--- src/rtl/serial_add_pkg.sv ---
// Shared types and constants for the slice-serial adder controller.
package serial_add_pkg;

    localparam int SLICE_W = 3;

    typedef enum logic [1:0] {
        IDLE = 2'd0,
        RUN  = 2'd1,
        DONE = 2'd2
    } state_t;

    // Slice-index width; a single-slice build still needs one bit.
    function automatic int idx_width(input int nslice);
        return (nslice > 1) ? $clog2(nslice) : 1;
    endfunction

endpackage

--- src/rtl/threebit_adder_ci.sv ---
// Combinational 3-bit adder with carry in and carry out.
module threebit_adder_ci (
    input  logic [2:0] a,
    input  logic [2:0] b,
    input  logic       cin,
    output logic [2:0] sum,
    output logic       coutbit
);

    assign {coutbit, sum} = {1'b0, a} + {1'b0, b} + {3'b000, cin};

endmodule

--- src/rtl/serial_add_ctrl.sv ---
// Slice-serial W-bit adder: one 3-bit slice per clock through a single adder.
module serial_add_ctrl
    import serial_add_pkg::*;
#(
    parameter int NSLICE = 4
) (
    input  logic                        clk,
    input  logic                        rst,
    input  logic                        start,
    input  logic                        abort,
    input  logic [SLICE_W*NSLICE-1:0]   op_a,
    input  logic [SLICE_W*NSLICE-1:0]   op_b,
    output logic                        busy,
    output logic                        done,
    output logic [SLICE_W*NSLICE-1:0]   result,
    output logic                        cout
);

    localparam int W     = SLICE_W * NSLICE;
    localparam int IDX_W = idx_width(NSLICE);
    localparam int OFF_W = $clog2(W);
    localparam logic [IDX_W-1:0] IDX_LAST = IDX_W'(NSLICE - 1);
    localparam logic [IDX_W-1:0] IDX_ONE  = IDX_W'(1);

    state_t             state_r;
    state_t             state_next_s;
    logic [IDX_W-1:0]   idx_r;
    logic               carry_r;
    logic [W-1:0]       a_r;
    logic [W-1:0]       b_r;
    logic [W-1:0]       result_r;
    logic               cout_r;
    logic               busy_r;
    logic               done_r;
    logic [OFF_W-1:0]   base_s;
    logic [2:0]         sum_s;
    logic               carry_s;

    assign base_s = OFF_W'(idx_r) * OFF_W'(SLICE_W);

    threebit_adder_ci u_adder (
        .a       (a_r[base_s +: SLICE_W]),
        .b       (b_r[base_s +: SLICE_W]),
        .cin     (carry_r),
        .sum     (sum_s),
        .coutbit (carry_s)
    );

    // Next-state decode; abort only matters while slices are being processed.
    always_comb begin
        state_next_s = state_r;
        case (state_r)
            IDLE: begin
                if (start) begin
                    state_next_s = RUN;
                end else begin
                    state_next_s = IDLE;
                end
            end
            RUN: begin
                if (abort) begin
                    state_next_s = IDLE;
                end else if (idx_r == IDX_LAST) begin
                    state_next_s = DONE;
                end else begin
                    state_next_s = RUN;
                end
            end
            DONE:    state_next_s = IDLE;
            default: state_next_s = IDLE;
        endcase
    end

    // State register plus registered busy/done derived from the next state.
    always_ff @(posedge clk or posedge rst) begin
        if (rst) begin
            state_r <= IDLE;
            busy_r  <= 1'b0;
            done_r  <= 1'b0;
        end else begin
            state_r <= state_next_s;
            busy_r  <= (state_next_s != IDLE);
            done_r  <= (state_next_s == DONE);
        end
    end

    // Operand capture and slice-by-slice accumulation of the sum.
    always_ff @(posedge clk or posedge rst) begin
        if (rst) begin
            idx_r    <= '0;
            carry_r  <= 1'b0;
            a_r      <= '0;
            b_r      <= '0;
            result_r <= '0;
            cout_r   <= 1'b0;
        end else begin
            case (state_r)
                IDLE: begin
                    if (start) begin
                        a_r      <= op_a;
                        b_r      <= op_b;
                        idx_r    <= '0;
                        carry_r  <= 1'b0;
                        result_r <= '0;
                        cout_r   <= 1'b0;
                    end
                end
                RUN: begin
                    if (abort) begin
                        idx_r    <= '0;
                        carry_r  <= 1'b0;
                        result_r <= '0;
                        cout_r   <= 1'b0;
                    end else begin
                        result_r[base_s +: SLICE_W] <= sum_s;
                        carry_r <= carry_s;
                        if (idx_r == IDX_LAST) begin
                            idx_r  <= '0;
                            cout_r <= carry_s;
                        end else begin
                            idx_r  <= idx_r + IDX_ONE;
                        end
                    end
                end
                DONE: begin
                    idx_r <= '0;
                end
                default: begin
                    idx_r <= '0;
                end
            endcase
        end
    end

    assign busy   = busy_r;
    assign done   = done_r;
    assign result = result_r;
    assign cout   = cout_r;

endmodule

--- config.mk ---
export PLATFORM = sky130hd
export DESIGN_NAME = serial_add_ctrl
export DESIGN_NICKNAME = d
export VERILOG_FILES = /design/src/rtl/serial_add_pkg.sv /design/src/rtl/threebit_adder_ci.sv /design/src/rtl/serial_add_ctrl.sv
export SDC_FILE = /design/constraint.sdc
export NUM_CORES = 1
export LEC_CHECK = 0
export BUFFER_PORTS_ARGS = -buffer_cell sky130_fd_sc_hd__buf_2
export CAP_MARGIN = 20
export CELL_PAD_IN_SITES_DETAIL_PLACEMENT = 0
export CELL_PAD_IN_SITES_GLOBAL_PLACEMENT = 1
export CORE_ASPECT_RATIO = 0.8
export CORE_UTILIZATION = 40
export CTS_CLUSTER_DIAMETER = 120
export DETAILED_ROUTE_END_ITERATION = 16
export HOLD_SLACK_MARGIN = 0.1
export PLACE_DENSITY_LB_ADDON = 0.2
export SLEW_MARGIN = 20
export SYNTH_ARGS = -nofsm -noshare
export SYNTH_HDL_FRONTEND = slang
export SYNTH_HIERARCHICAL = 1
export SYNTH_SLANG_ARGS = --single-unit
--- constraint.sdc ---
create_clock -name clk -period 2.74 [get_ports clk]
set_input_delay 0.137 -clock clk [delete_from_list [all_inputs] [get_ports clk]]
set_output_delay 0.137 -clock clk [all_outputs]
set_load 0.05 [all_outputs]
==> metrics.cfg <==
[placed_design]
dpl_cell_area_um2 = 2390
dp_hpwl_um = 2980
dp.cells = 252
port_buffers = 42
dpl_worst_slack_ns = 0.307
gp_congestion = 0.735

[yosys]
syn_nets = 188
synth_warnings = 6
synth-main-ff-cell = dfrtp_1
synth_edf_count = 0
syn_area_um2 = 2110
synth.area.top_cells = dfrtp_1, mux2_2, mux4_2
syn_area_per_cell_um2 = 14.1
synth_cells = 150
ys_types = 33
synth-seq-cells = 44
yosys.area.top_type = dfrtp_1
yosysSeqAreaShare_pct = 52.1
netlist.area_leader.share_pct = 52.1
async_reset_ff_share_pct = 100

[timing]
skew_ns = 0.00626
max_freq_ghz = 0.420
max-slew-margin-rel_pct = 63.9
setup_viol = 0
worst_slew_pin_slew_ns = 0.541
fin_crit_ns = 2.38
finalMaxSlewViolations = 0
final_hold_viol_count = 0
fin_hold_ws_ns = 0.229
post-route-period-util_pct = 86.9
setup_tns_ns = 0
rsz0062_at_grt = no
fin_ws_ns = 0.360

[layout]
diodes = 0
final_common_cell = dfrtp_1
final_cell_mix = dfrtp_1, buf_2, dlygate4sd3_1
finish.net_count = 260
drive_above_1_share_pct = 40.4
syn_to_final_growth_pct = 29.3
finalInstanceArea_um2 = 2730
fin_util_pct = 54.2
fin_cells = 285

[route]
firstDrtPassIters = 4
drt_iter0_markers = 28
viasPerCell = 4.91
drt_wl_total_um = 4170
avgRoutedWirePerCell_um = 14.6
num_vias = 1400
drc = 0
ant_nets = 0

[floorplan]
start_util_pct = 41.9
row_count = 23
die_area_um2 = 5580
core_um2 = 5040
die_h_um = 67.0
pin_count = 43
chipWidth_um = 83.2

[grt]
grt_antenna_before_repair = 0
grt-ovfl-total = 0
grt_pass1_vias = 1491
grt_max_degree = 45
grt_usage_pct = 16.9
grt_pass1_wl_um = 7200

[clock_tree]
cts_buffer_depth = 2
htree_levels = 2
cts_tree = yes
clk_pin_slew_ns = 0.08
clock-sinks = 44
clock_latency_ns = 0.28
cts_made_buffers = 5
post_cts_resized = 0
root_buffer = clkbuf_8

[critical_path]
crit_type = register to register
cp-end-kind = register
cp_data_arrival_time_ns = 2.61
critPathLaunchType = register
critical_path.max_fanout = 6
worst-endpoint-required_ns = 2.97

[pwr]
ir_drop_uv = 422
powerDensity_nw_per_um2 = 722
p_leak_nw = 1.29
finalPower_mw = 1.97

[min_path]
hold_class = input pin to register

[run]
max-cap-violations = 0

[run_status]
status = finished, final reports clean

critical path: stages (launching register included):
cell     delay, ns
dfrtp_1       0.49
mux4_2        0.38
inv_1         0.06
fa_1          0.45
fa_1          0.39
xnor2_1       0.33
a41o_1        0.21
synth_stat cells, drive strengths merged (2+ instances only):
library cell / count
buf: 5
mux4: 6
ha: 8
and2: 2
nor3b: 4
mux2: 24
nor3: 2
nor2: 2
o21ai: 6
nand2: 4
a22o: 12
or3b: 2
inv: 13
dfrtp: 44
fa: 2
a31oi: 2
logic make-up (layout without fill, tap and decap cells):
group                      Yosys count  after routing  synth area share (%)
xor gates and xnor gates             1              1                 0.415
AOI/OAI and AO/OA                   25             25                  8.89
buffers and inverters               19             92                  4.27
adders and majority gates           10             10                  6.64
muxes                               30             30                  19.2
DFF                                 44             44                  52.1
and+or+nand+nor                     21             21                  8.47
state kept, by name, summed over array words and instances (netlist names):
signal   cells
a_r         12
b_r         12
result      12
idx_r        2
state_r      2
busy         1
carry_r      1
cout         1
done         1
repair_timing:
action	CTS	global route
setup buffers	0	0
endpoints found under the hold margin	68	0
hold buffers	25	0
setup endpoints to repair	0	0
cell type report:
type                            instances  area (µm²)
Multi-Input combinational cell         87         921
Clock buffer                            6        82.6
Clock inverter                          2        10.0
Inverter                               13        48.8
Timing Repair Buffer                   71         490
Sequential cell                        44        1100
Fill cell                             430        2300
Tap cell                               62        77.6
report_power, final:
| group | leakage (nW) | internal, mW | switching (mW) | total (mW) |
|---|---|---|---|---|
| Combinational | 0.689 | 0.321 | 0.390 | 0.711 |
| Clock | 0.0510 | 0.201 | 0.202 | 0.403 |
| Sequential | 0.553 | 0.774 | 0.0841 | 0.858 |
| Total | 1.29 | 1.30 | 0.677 | 1.97 |
per-layer routing:
layer / GRT usage, % / vias up / part of all wire [%]
met5: 0 / - / 0
met4: 5.17 / 0 / 0.60
met3: 4.09 / 2 / 3.2
met2: 27.8 / 31 / 46
met1: 22.4 / 685 / 50
li1: - / 682 / -
path summary, 6_finish.rpt:
check / startpoint / endpoint / slack [ns] / depth (start not counted)
max in group asynchronous: rst / a_r[7] / 1.85 / 4
worst max register to register: idx_r[0] / result[8] / 0.36 / 6
worst max-delay path: idx_r[0] / result[8] / 0.36 / 6
worst min register to register: b_r[2] / b_r[2] / 0.50 / 1
min in group asynchronous: rst / result[4] / 0.52 / 4
worst min-delay path: start / idx_r[1] / 0.23 / 4
No activity file was read; power rests on OpenSTA's default activity.
